--- src/rtl/vend_pkg.sv ---
// Shared types and coin values for the vending credit controller.
package vend_pkg;

  typedef enum logic [1:0] {
    ACCUM  = 2'd0,
    VEND   = 2'd1,
    CHANGE = 2'd2
  } state_t;

  localparam int QUARTER_UNITS = 1;
  localparam int DOLLAR_UNITS  = 4;

endpackage

--- src/rtl/credit_onehot_reg.sv ---
// One-hot credit level register; resets to "credit == 0" (bit 0 set).
module credit_onehot_reg #(
  parameter int W = 10
) (
  input  logic         i_clk,
  input  logic         i_rst_n,
  input  logic [W-1:0] i_oh_nxt,
  output logic [W-1:0] o_oh
);

  logic [W-1:0] r_oh;

  always_ff @(posedge i_clk) begin
    if (!i_rst_n) r_oh <= {{(W-1){1'b0}}, 1'b1};
    else          r_oh <= i_oh_nxt;
  end

  assign o_oh = r_oh;

endmodule

--- src/rtl/vend_credit_fsm.sv ---
// Coin-credit vending controller: accumulates quarters/dollars, vends at price,
// then pays out pending change one quarter per cycle. All outputs registered.
module vend_credit_fsm
  import vend_pkg::*;
#(
  parameter  int PRICE_UNITS = 6,
  localparam int MAX_UNITS   = PRICE_UNITS + 3,
  localparam int CW          = $clog2(MAX_UNITS + 1)
) (
  input  logic               CLK,
  input  logic               RST_N,
  input  logic               coin_q,
  input  logic               coin_d,
  input  logic               cancel,
  input  logic               dispense_ack,
  output logic [CW-1:0]      credit,
  output logic [MAX_UNITS:0] credit_oh,
  output logic               dispense,
  output logic               change_q,
  output logic               coin_reject,
  output logic               busy
);

  state_t             r_state, w_state_nxt;
  logic [CW-1:0]      r_credit, w_credit_nxt, w_sum, w_coin_val;
  logic               r_dispense, w_dispense_nxt;
  logic               r_change_q, w_change_nxt;
  logic               r_reject, w_reject_nxt;
  logic               r_busy;
  logic               w_any_coin;
  logic [MAX_UNITS:0] w_oh_nxt;

  assign w_any_coin = coin_q | coin_d;
  // A dollar wins over a simultaneous quarter; the quarter is bounced.
  assign w_coin_val = coin_d ? CW'(DOLLAR_UNITS) :
                      coin_q ? CW'(QUARTER_UNITS) : '0;
  assign w_sum      = r_credit + w_coin_val;

  always_comb begin
    w_state_nxt    = r_state;
    w_credit_nxt   = r_credit;
    w_dispense_nxt = r_dispense;
    w_change_nxt   = 1'b0;
    w_reject_nxt   = 1'b0;
    case (r_state)
      ACCUM: begin
        if (cancel && r_credit != '0) begin
          w_state_nxt  = CHANGE;
          w_reject_nxt = w_any_coin;
        end else if (w_any_coin) begin
          w_reject_nxt = coin_q & coin_d;
          if (w_sum >= CW'(PRICE_UNITS)) begin
            w_credit_nxt   = w_sum - CW'(PRICE_UNITS);
            w_dispense_nxt = 1'b1;
            w_state_nxt    = VEND;
          end else begin
            w_credit_nxt = w_sum;
          end
        end
      end
      VEND: begin
        w_reject_nxt = w_any_coin;
        if (dispense_ack) begin
          w_dispense_nxt = 1'b0;
          w_state_nxt    = (r_credit != '0) ? CHANGE : ACCUM;
        end
      end
      CHANGE: begin
        w_reject_nxt = w_any_coin;
        // Leave on the last pulse so busy drops together with credit reaching 0.
        if (r_credit != '0) begin
          w_change_nxt = 1'b1;
          w_credit_nxt = r_credit - 1'b1;
          if (r_credit == CW'(1)) w_state_nxt = ACCUM;
        end else begin
          w_state_nxt = ACCUM;
        end
      end
      default: begin
        w_state_nxt    = ACCUM;
        w_credit_nxt   = '0;
        w_dispense_nxt = 1'b0;
      end
    endcase
    w_oh_nxt = {{MAX_UNITS{1'b0}}, 1'b1} << w_credit_nxt;
  end

  always_ff @(posedge CLK) begin
    if (!RST_N) begin
      r_state    <= ACCUM;
      r_credit   <= '0;
      r_dispense <= 1'b0;
      r_change_q <= 1'b0;
      r_reject   <= 1'b0;
      r_busy     <= 1'b0;
    end else begin
      r_state    <= w_state_nxt;
      r_credit   <= w_credit_nxt;
      r_dispense <= w_dispense_nxt;
      r_change_q <= w_change_nxt;
      r_reject   <= w_reject_nxt;
      r_busy     <= (w_state_nxt != ACCUM);
    end
  end

  credit_onehot_reg #(.W(MAX_UNITS + 1)) u_oh (
    .i_clk    (CLK),
    .i_rst_n  (RST_N),
    .i_oh_nxt (w_oh_nxt),
    .o_oh     (credit_oh)
  );

  assign credit      = r_credit;
  assign dispense    = r_dispense;
  assign change_q    = r_change_q;
  assign coin_reject = r_reject;
  assign busy        = r_busy;

endmodule

--- config.mk ---
export PLATFORM = sky130hd
export DESIGN_NAME = vend_credit_fsm
export DESIGN_NICKNAME = d
export VERILOG_FILES = /design/src/rtl/vend_pkg.sv /design/src/rtl/credit_onehot_reg.sv /design/src/rtl/vend_credit_fsm.sv
export SDC_FILE = /design/constraint.sdc
export NUM_CORES = 1
export LEC_CHECK = 0
export CORE_UTILIZATION = 46
export CTS_BUF_LIST = sky130_fd_sc_hd__clkbuf_16
export DETAILED_ROUTE_END_ITERATION = 6
export DONT_BUFFER_PORTS = 1
export PLACE_DENSITY = 0.69
export RECOVER_POWER = 50
export SLEW_MARGIN = 15
export SYNTH_ARGS = -nofsm -noshare
export SYNTH_HDL_FRONTEND = slang
export SYNTH_SLANG_ARGS = --single-unit
export TNS_END_PERCENT = 1
--- constraint.sdc ---
create_clock -name CLK -period 2.8 [get_ports CLK]
set_clock_uncertainty 0.15 [all_clocks]
set_input_delay 0.56 -clock CLK [delete_from_list [all_inputs] [get_ports CLK]]
set_output_delay 0.56 -clock CLK [all_outputs]
set_load 0.02 [all_outputs]
==> key figures <==
Layout
  – Layout cells sized above 1: 16.1%
  – Finished Layout Cells: 173
  – Antenna cells: 0
  – P&R area growth vs syn: 12.1%
  – Fill count: 236
  – Final core area utilization: 55.5%
  – Sequential cell area: 400 sq um
  – Design Area, Final: 1400 sq um
  – Multi-input gate area: 797 sq um
  – Nets: 160

Clock tree
  – Longest Clk Path Bufs: 2
  – Worst-path clk slew: 0.06 ns
  – CTS Sinks: 20
  – Clock buffer count from CTS: 3
  – CTS tree: done
  – Post-CTS sizing: 0
  – Hold_buf cts: 0
  – Post-CTS setup buffer count: 0
  – H-tree depth: 1
  – Worst-skew pair later-pin latency: 0.25 ns
  – CTS root buf: clkbuf_16

Routing
  – DR iter-0 viols: 18
  – Routed via count: 1039
  – First-pass iteration count of the detailed router: 4
  – WL/cell: 15.4 microns
  – Drt drc: 0
  – Routed vias/inst: 6.01
  – Final wirelength: 2.67 mm
  – Antenna Violating Nets Remaining: 0

Place
  – Gp weighted congestion: 0.818
  – Pre-CTS WS: 0.0682 ns
  – HPWL after DPL: 2.11 mm
  – Port Buf Inserts: 0
  – Post-DP Area: 1310 sq um
  – Placed cell count: 169

Logic synthesis
  – Synthesized flop and latch total: 20
  – Synth warnings: 0
  – Most common cell in the netlist: nor2_1
  – Register area share after synthesis: 32.1%
  – Top post-synthesis cells by area: dfxtp_1 32%, ha_1 10%, nor2_1 6.3%, a21oi_1 3.6%, inv_1 2.4%
  – Share of the synthesized area in the top cell type: 32.1%
  – Synth Flop Type: dfxtp_1
  – Syn nets: 153
  – Synth area leader: dfxtp_1
  – Post-synth EDFFs: 0
  – Netlist Area Pre-Place: 1250 sq um
  – Synth cell types: 50
  – Post-synth ARST share: 0%
  – Mean Syn Cell Area: 9.11 sq um
  – Commonest cells post-synth: 21 x nor2_1, 20 x dfxtp_1, 10 x ha_1
  – Cells after synthesis: 137

Global routing
  – Pin count of the biggest net entering global routing: 13
  – First-pass GRT wire length: 4.30 mm
  – Vias in the first global route: 940
  – Initial antenna violation count: 0
  – Overall Global Routing Usage: 21.0%
  – Global route overflow: 0

Setup path
  – Worst path required time: 2.84 ns
  – Peak fanout along the critical path: 6
  – Worst Path Buf+Inv: 1
  – Crit-path max cell delay: 0.43 ns
  – Largest delay share family, worst path: simple AND/OR/NAND/NOR gates
  – CP arrival: 2.65 ns
  – Nature of the critical path endpoint: flip-flop
  – Worst path slowest cell: or3b_1
  – Crit Path Class: reg -> reg
  – Cell Chain, Critical Path: inv_1 > ha_1 > or3b_1 > a21oi_4 > mux2i_2 > o221ai_4 > or3_1 > nor2_1
  – Critical Path Source Type: flip-flop

Power and ir drop
  – Power Dens Cells: 1430 nW/um^2
  – VDD IR max: 0.951 mV
  – Final Power: 2.00 mW
  – P_leak: 0.565 nW

Die
  – Standard-cell rows: 18
  – Core Region: 2520 sq um
  – Die Area: 2930 sq um
  – Die W: 54.1 microns
  – Starting Density: 49.5%
  – # IOs: 24
  – Die Y-Extent: 54.1 microns

STA
  – Final hold vios: 0
  – Max-slew headroom at the worst pin: 63.0%
  – Post-route minimum period: 2.61 ns
  – Hold Worst Slack: 0.289 ns
  – Setup TNS: 0 ns
  – Final Cycle Share: 93.4%
  – Pins Over Slew Limit: 0
  – Worst-Margin Slew: 0.556 ns
  – Final critical-path setup slack: 0.186 ns
  – # setup viols final: 0
  – RSZ-0062 raised after global routing: false
  – Achievable frequency: 382 MHz

Run status
  – Status: finished clean

Hold path
  – Tightest Hold Check Type: in -> reg

Flow run
  – Max-cap violations: 0
==> registers in the layout, indices dropped and copies added, names as in the netlist <==
| register | count |
|---|---|
| busy | 1 |
| u_oh.o_oh | 10 |
| dispense | 1 |
| r_state | 2 |
| change_q | 1 |
| credit | 4 |
| coin_reject | 1 |
==> layout make-up <==
class / instances / share of cell area (%)
repair buffers: 6 / 2.14
flip-flops and latches: 20 / 28.6
inverters: 8 / 2.14
clock buffers: 3 / 5.36
multi-input cells: 105 / 56.9
well taps: 30 / 2.68
clock inverters: 1 / 2.14
==> routing by layer <==
metal	up-vias	track usage, %	part of all wire (%)
li1	502	-	-
met2	42	36.6	51
met1	489	23.5	40
met4	0	5.56	0.86
met5	-	0	0
met3	6	8.47	7.8
==> where the power goes <==
group	switching [mW]	leakage (nW)	internal (mW)	total, mW
logic	0.652	0.351	0.464	1.12
clock network	0.105	0.0511	0.283	0.388
registers	0.123	0.163	0.375	0.497
==> final timing paths <==
kind,startpoint,end,slack (ns),depth (start not counted)
setup / recovery,credit[0],u_oh.o_oh[8],0.19,8
hold / removal,RST_N,dispense,0.29,2
setup reg to reg,credit[0],u_oh.o_oh[8],0.19,8
hold reg to reg,r_state[0],r_state[0],0.43,2
==> cell usage in the layout, fill, tap and decap left out, types with 4 or more instances in the layout <==
master,synthesis,layout
nor2_1,21,21
clkbuf_1,1,4
nand2b_1,4,4
ha_1,10,10
inv_1,8,8
nand2_1,5,5
a21oi_1,9,9
nand3_1,4,4
dfxtp_1,20,20
==> logic make-up after synthesis <==
kind of cell               Yosys count  synth area share, %
adders and majority gates           10                 10.0
AOI/OAI and AO/OA                   30                 21.7
buffers and inverters               12                 4.41
xor gates and xnor gates             2                 1.40
muxes                                4                 3.71
DFF                                 20                 32.1
and+or+nand+nor                     59                 26.7
Power figures use the tool's default switching activity.
